===== config.mk =====
export PLATFORM = sky130hd
export DESIGN_NAME = mult_share_arbiter
export DESIGN_NICKNAME = d
export VERILOG_FILES = /design/src/rtl/mult_share_arbiter.sv
export SDC_FILE = /design/constraint.sdc
export NUM_CORES = 2
export LEC_CHECK = 0
export BUFFER_PORTS_ARGS = -buffer_cell sky130_fd_sc_hd__buf_2
export CORE_UTILIZATION = 35
export CTS_BUF_LIST = sky130_fd_sc_hd__clkbuf_16
export CTS_CLUSTER_SIZE = 20
export DETAILED_ROUTE_END_ITERATION = 6
export GPL_TIMING_DRIVEN = 0
export PLACE_DENSITY = 0.62
export SLEW_MARGIN = 20
export SYNTH_ARGS = -nofsm -noshare
export SYNTH_HDL_FRONTEND = slang
export SYNTH_SLANG_ARGS = --single-unit
export TNS_END_PERCENT = 5

===== constraint.sdc =====
create_clock -name Clk -period 9.24 [get_ports Clk]
set_clock_uncertainty 0.05 [all_clocks]
set_input_delay 1.848 -clock Clk [delete_from_list [all_inputs] [get_ports Clk]]
set_output_delay 1.848 -clock Clk [all_outputs]
set_load 0.005 [all_outputs]

===== src/rtl/mult_share_arbiter.sv =====
// Round-robin arbiter sharing one signed 32x32 multiplier among NUM_REQ requesters.
// Define MULT_SAT_EN to add the saturated Q-format output on resp_sat.
module mult_share_arbiter #(
  parameter int unsigned NUM_REQ     = 4,
  parameter int unsigned MULT_CYCLES = 2,
  parameter int unsigned FRAC_BITS   = 15
) (
  input  logic                   Clk,
  input  logic                   Reset,
  input  logic [NUM_REQ-1:0]     req_valid,
  output logic [NUM_REQ-1:0]     req_ready,
  input  logic [32*NUM_REQ-1:0]  req_a,
  input  logic [32*NUM_REQ-1:0]  req_b,
  output logic                   resp_valid,
  output logic [NUM_REQ-1:0]     resp_id,
  output logic [62:0]            resp_prod,
  output logic [31:0]            resp_sat,
  output logic                   busy
);

  localparam int unsigned IdxW = (NUM_REQ > 1) ? $clog2(NUM_REQ) : 1;
  localparam int unsigned CntW = (MULT_CYCLES > 1) ? $clog2(MULT_CYCLES) : 1;

  if (NUM_REQ < 2 || NUM_REQ > 8) begin : g_bad_num_req
    $error("NUM_REQ must be in 2..8");
  end
  if (MULT_CYCLES < 1) begin : g_bad_mult_cycles
    $error("MULT_CYCLES must be at least 1");
  end
  if (FRAC_BITS > 31) begin : g_bad_frac_bits
    $error("FRAC_BITS must be in 0..31");
  end

  typedef enum logic [1:0] {StIdle, StMult, StDone} state_e;

  state_e             state_q, state_d;
  logic [IdxW-1:0]    rr_ptr_q, rr_ptr_d;
  logic [CntW-1:0]    cnt_q, cnt_d;
  logic signed [31:0] a_q, a_d, b_q, b_d;
  logic [NUM_REQ-1:0] owner_q, owner_d;
  logic [NUM_REQ-1:0] resp_id_q, resp_id_d;
  logic [62:0]        resp_prod_q, resp_prod_d;

  logic               win_found;
  logic [IdxW-1:0]    win_idx;
  logic [IdxW-1:0]    cand_idx;
  int unsigned        cand;
  logic [NUM_REQ-1:0] grant_oh;
  logic [62:0]        prod_w;

  // First valid requester at or after rr_ptr, wrapping.
  always_comb begin
    win_found = 1'b0;
    win_idx   = '0;
    cand      = 0;
    cand_idx  = '0;
    for (int unsigned k = 0; k < NUM_REQ; k++) begin
      cand     = (32'(rr_ptr_q) + k) % NUM_REQ;
      cand_idx = IdxW'(cand);
      if (!win_found && req_valid[cand_idx]) begin
        win_found = 1'b1;
        win_idx   = cand_idx;
      end
    end
    grant_oh = win_found ? (NUM_REQ'(1) << win_idx) : '0;
  end

`ifdef MULT_SAT_EN
  logic signed [63:0] prod_full;
  logic signed [63:0] prod_shr;
  logic [31:0]        sat_w;
  logic [31:0]        resp_sat_q, resp_sat_d;

  assign prod_full = a_q * b_q;
  assign prod_w    = prod_full[62:0];
  assign prod_shr  = prod_full >>> FRAC_BITS;

  // Full 64-bit product keeps the true sign, so 2^62 clamps high.
  always_comb begin
    if (prod_shr > 64'sh0000_0000_7FFF_FFFF) begin
      sat_w = 32'h7FFF_FFFF;
    end else if (prod_shr < -64'sh0000_0000_8000_0000) begin
      sat_w = 32'h8000_0000;
    end else begin
      sat_w = prod_shr[31:0];
    end
  end
  assign resp_sat = resp_sat_q;
`else
  assign prod_w   = a_q * b_q;
  assign resp_sat = '0;
`endif

  always_comb begin
    state_d     = state_q;
    rr_ptr_d    = rr_ptr_q;
    cnt_d       = cnt_q;
    a_d         = a_q;
    b_d         = b_q;
    owner_d     = owner_q;
    resp_id_d   = resp_id_q;
    resp_prod_d = resp_prod_q;
`ifdef MULT_SAT_EN
    resp_sat_d  = resp_sat_q;
`endif
    req_ready   = '0;
    unique case (state_q)
      StIdle: begin
        if (win_found && !Reset) begin
          req_ready = grant_oh;
          a_d       = req_a[32*win_idx +: 32];
          b_d       = req_b[32*win_idx +: 32];
          owner_d   = grant_oh;
          rr_ptr_d  = (win_idx == IdxW'(NUM_REQ - 1)) ? '0 : win_idx + 1'b1;
          cnt_d     = CntW'(MULT_CYCLES - 1);
          state_d   = StMult;
        end
      end
      StMult: begin
        if (cnt_q != '0) begin
          cnt_d = cnt_q - 1'b1;
        end else begin
          resp_prod_d = prod_w;
`ifdef MULT_SAT_EN
          resp_sat_d  = sat_w;
`endif
          resp_id_d   = owner_q;
          state_d     = StDone;
        end
      end
      StDone:  state_d = StIdle;
      default: state_d = StIdle;
    endcase
  end

  always_ff @(posedge Clk) begin
    if (Reset) begin
      state_q     <= StIdle;
      rr_ptr_q    <= '0;
      cnt_q       <= '0;
      a_q         <= '0;
      b_q         <= '0;
      owner_q     <= '0;
      resp_id_q   <= '0;
      resp_prod_q <= '0;
`ifdef MULT_SAT_EN
      resp_sat_q  <= '0;
`endif
    end else begin
      state_q     <= state_d;
      rr_ptr_q    <= rr_ptr_d;
      cnt_q       <= cnt_d;
      a_q         <= a_d;
      b_q         <= b_d;
      owner_q     <= owner_d;
      resp_id_q   <= resp_id_d;
      resp_prod_q <= resp_prod_d;
`ifdef MULT_SAT_EN
      resp_sat_q  <= resp_sat_d;
`endif
    end
  end

  assign resp_valid = (state_q == StDone);
  assign resp_id    = resp_id_q;
  assign resp_prod  = resp_prod_q;
  assign busy       = (state_q != StIdle);

endmodule


# Yosys cells after proc, flatten, opt, wreduce, memory -nomap -nowiden
# Index checks and enable logic that the tools add are counted.
# Widths: inputs -> output; s select.
[totals]
ff_bits = 140
inputBits = 262
output_inout_bits = 105
wordCells = 68
[op_classes]
addsub = 5
n_mul = 1
magnitude_cmp = 4
eq_ne = 5
n_shift = 3
n_mux = 26
bitwise_logic = 1
n_reduce_logical = 15
[op_table]
columns = ["operator", "count"]
rows = [
  ["$shiftx 128x8->32", 2],
  ["$mul 32x32->63", 1],
  ["$mux 2", 7],
  ["$lt 2x3->1 const B", 4],
  ["$mux 4", 3],
  ["$mux 1", 10],
  ["$bmux 1 s2", 4],
  ["$reduce_and 2->1", 4],
  ["$add 2x1->2 const B", 2],
  ["$add 2x2->2 const B", 2],
  ["$eq 2x2->1 const B", 2],
  ["$logic_and 1x1->1", 4],
  ["$logic_not 1->1", 4],
  ["$ne 2x2->1 const B", 2],
  ["$pmux 2 s2", 1],
  ["$reduce_bool 2->1", 2],
  ["$shl 1x2->4 const A", 1],
  ["$eq 2x1->1 const B", 1],
  ["$logic_not 2->1", 1],
  ["$pmux 1 s2", 1],
  ["$not 1->1", 1],
  ["$sub 1x1->1 const B", 1],
]

# Longest topological paths before layout
[logic_depth]
word_depth = 16
ltp_mapped = 27
mapped_depth_nobuf = 25

# Least setup slack after synthesis
# No wires, ideal clock.
[synth_path]
path_type = "reg2reg"
startpoint = "register a_q[31]"
endpoint = "register resp_prod_q[60], in the netlist resp_prod[60]"
setup_time_ns = 0.073
t_arrival_ns = 7.977
required_time_ns = 9.117
slack_ns = 1.140
path_stages_with_launch = 24
path_buffers = 1
period_less_slack_ns = 8.100
path_cell_list = "dfxtp_1 clkbuf_1 nand2_1 inv_1 fa_1 fa_1 fa_1 inv_1 fa_1 inv_1 fa_1 fa_1 fa_1 fa_1 ha_1 and3_4 nand4_2 or3_1 or2b_2 a21oi_2 o31a_1 a211oi_2 or4_1 o211ai_2"
[synth_between]
elab_chain_cells = 1
[synth_rtl]
columns = ["element", "line", "text"]
rows = [
  ["start, declared", "39", "logic signed [31:0] a_q, a_d, b_q, b_d;"],
  ["start signal, assigned", "141", "a_q <= '0;"],
  ["start signal, assigned", "153", "a_q <= a_d;"],
  ["$mul 32x32->63", "90", "assign prod_w = a_q * b_q;"],
  ["end signal, assigned", "157", "resp_prod_q <= resp_prod_d;"],
  ["end, declared", "42", "logic [62:0] resp_prod_q, resp_prod_d;"],
]
# Every way passes these cells.
# A chain may end at the register's enable or synchronous reset.

# Worst setup path after layout
[layout_path]
startpoint = "register a_q[10]"
endpoint = "register resp_prod_q[59], in the netlist resp_prod[59]"
# Same word-level chain as after synthesis.

==> impl_metrics.json <==
{
  "outcome": "finished, final reports clean",
  "fmax_mhz": 108,
  "met3_usage_pct": 4.56,
  "worst_pin_slew_ps": 1260,
  "pwr-share-clk_pct": 4.2,
  "syn-cell-area_um2": 43200,
  "clock_latency_ps": 510,
  "yosysTopAreaCellShare_pct": 49.7,
  "htreeDepth": 4,
  "finalPower_uw": 18900,
  "use_met2_pct": 44.4,
  "internal_power_uw": 7480,
  "dieWidth_um": 353,
  "p_per_area_nw_per_um2": 396,
  "muxShareOfSynthArea_pct": 0.0463,
  "grt_pass1_wl_mm": 252,
  "drt_iter0_drc": 3499,
  "setup_viol": 0,
  "cts_num_sinks": 140,
  "timing.slew.headroom_pct": 16.2,
  "synth-adder-area-share_pct": 55.1,
  "synth.most_common_cell": "fa_1",
  "num_rows": 128,
  "die_h_um": 353,
  "synth_top_cells_by_count": "fa_1, inv_1, nand2_1",
  "gp_congestion": 1.02,
  "portBuffers": 333,
  "wire_per_inst_um": 25.0,
  "p_sw_uw": 11400,
  "synth_top_cell_by_area": "fa_1",
  "synth_compound_area_share_pct": 6.55,
  "power.leakage_uw": 0.0237,
  "num-nets-final": 6786,
  "rsz0062_at_grt": "yes",
  "grt-ovfl-total": 0,
  "setup.worst_path.start_class": "flop",
  "syn_avg_cell_area_um2": 8.87,
  "synth_edf_count": 0,
  "cts-root-buf": "clkbuf_16",
  "first_pass_iters": 5,
  "ios": 367,
  "drive_gt1_share_pct": 9.36,
  "synth.distinct_cells": 86,
  "avgViaCountPerCell": 5.25,
  "drcViolationCount": 0,
  "worstPathArrival_ps": 9560,
  "grt_max_degree": 23,
  "netlist_top_cells_area": "fa_1, inv_1, nand2_1",
  "synthCells": 4873,
  "area_growth_pct": 10.7,
  "seq_area_frac_synth_pct": 6.49,
  "synthXorXnorAreaFrac_pct": 1.01,
  "coreArea_um2": 122000,
  "hold_violations": 0,
  "synth_top_family_by_area": "adder cells",
  "die_area_um2": 125000,
  "cts_buffers": 17,
  "top_usage_layer": "met2",
  "min_path_type": "reg -> reg",
  "final_core_util_pct": 39.2,
  "track_usage_pct": 28.0,
  "period_minus_slack_ps": 9230,
  "ant_nets": 0,
  "cts_tree": "yes",
  "yosys_warnings": 0,
  "seqPwrFrac_pct": 5.0,
  "max_cap_violations": 0,
  "synth-async-reset-ratio_pct": 0,
  "cts_max_path_buffers": 2,
  "drv_slew": 0,
  "dpl.hpwl_mm": 148,
  "vdd_drop_max_mv": 0.680,
  "finalCritPeriodShare_pct": 99.9,
  "path_clk_slew_ps": 80,
  "p_comb_share_pct": 90.9,
  "switching_share_pct": 60.5,
  "post-place-ws_ps": -737,
  "synthFlopType": "dfxtp_1",
  "critPathKind": "reg -> reg",
  "synth-simple-area-share_pct": 19.3,
  "cp_max_fo": 10,
  "nFillCells": 12574,
  "hold_ws_ps": 400,
  "layout_setup_ws_ps": 11.7,
  "required_ps": 9570,
  "antenna_found_initial": 16,
  "critPathCaptureType": "flop",
  "ys_ff_latch": 140,
  "start_util_pct": 35.4,
  "vias": 36301,
  "grt_pass1_vias": 37513,
  "grt_use_met1_pct": 37.4,
  "routed_wl_mm": 173
}
-- cell type report --
class / instances / area [um^2] / area share [%]
timing repair buffer: 342 / 1730 / 3.63
inverter: 940 / 3540 / 7.39
sequential: 140 / 2810 / 5.87
clock inverter: 15 / 196 / 0.411
buffer: 333 / 1500 / 3.13
antenna: 9 / 22.5 / 0.0471
multi-input combinational: 3491 / 35600 / 74.4
clock buffer: 17 / 425 / 0.889
tap: 1625 / 2030 / 4.25
-- cells by family (layout without fill, tap and decap cells) --
group / Yosys count / after routing
muxes: 2 / 2
other: 1 / 41
and+or+nand+nor: 1720 / 1720
DFF: 140 / 140
AOI/OAI and AO/OA: 428 / 428
xor gates and xnor gates: 50 / 50
adders and majority gates: 1259 / 1259
buffers and inverters: 1273 / 1647
-- cell usage in the layout (no fill, tap or decap), types with 9 or more instances in the layout --
cell          n
nand2_1     871
ha_1        186
a311oi_1     64
nand2b_1      9
nand3_1      34
a31oi_1      13
diode_2       9
nand4_1      13
o31ai_1       9
xor2_1       13
buf_2       336
conb_1       32
buf_4        45
o21bai_1      9
and2_1      516
nor2b_1      26
clkbuf_1    250
a21oi_1     169
clkbuf_16    17
nor2_1      104
and3_1       74
fa_1       1070
xnor2_1      37
o21a_1       16
or3_1        10
o21ai_0      41
nor3_1       27
dfxtp_1     136
o211ai_1     13
a21o_1       34
clkbuf_2     31
inv_1       937
-- registers in the layout, summed over array words and instances (netlist names) --
| signal | cells |
|---|---|
| owner_q | 4 |
| state_q | 2 |
| b_q | 32 |
| a_q | 32 |
| resp_prod | 63 |
| rr_ptr_q | 2 |
| resp_id | 4 |
| cnt_q | 1 |
-- routing by layer --
| layer | share of wire, % | vias to the layer above |
|---|---|---|
| met5 | 0 | - |
| met4 | 5.7 | 0 |
| met3 | 9.0 | 365 |
| met2 | 46 | 1823 |
| met1 | 40 | 18839 |
| li1 | - | 15274 |
-- power by group through the flow --
stage | sequential [uW] | clock (uW) | combinational, uW
final | 939 | 791 | 17200
after global routing | 938 | 809 | 18600
after CTS | 922 | 792 | 17100
after detailed placement | 934 | 0 | 16900
after global placement | 934 | 0 | 16800
after floorplan | 830 | 0 | 11000
-- stage by stage --
stage          instances  TNS [ps]  instance area [um^2]
2_1_floorplan       4904         0                 43300
3_3_place_gp        6862     -8560                 47000
3_5_place_dp        6862     -5060                 47000
4_1_cts             6901         0                 47800
5_1_grt             6904      -180                 47800
6_report            6912         0                 47800
-- worst max-delay path: stages (launching register included) --
cell and delay [ps]:
dfxtp_1 620, clkbuf_1 920, nand2_1 250, fa_1 540, inv_1 50, fa_1 490
fa_1 460, fa_1 610, fa_1 460, fa_1 460, fa_1 610, fa_1 450
ha_1 280, clkbuf_1 290, nand2_1 80, o21ai_0 490, a31oi_1 190, o21ai_0 410
a21oi_1 240, o21ai_0 520, o21a_1 310, o21a_1 200, o211ai_1 110
-- path summary, 6_finish.rpt --
kind | from | to | slack, ps | cells after the start
worst min register to register | resp_prod[19] | resp_prod[19] | 400 | 2
worst max-delay path | a_q[10] | resp_prod[59] | 10 | 22
worst min-delay path | resp_prod[19] | resp_prod[19] | 400 | 2
worst max register to register | a_q[10] | resp_prod[59] | 10 | 22
-- timing repair --
action / 4_1_cts / 5_1_grt
hold buffers: 0 / 0
setup buffers: 7 / 2
resized for setup: 25 / 15
endpoints found under the setup margin: 15 / 13
pin swaps: 1 / 1
(Power assumes the default switching activity.)
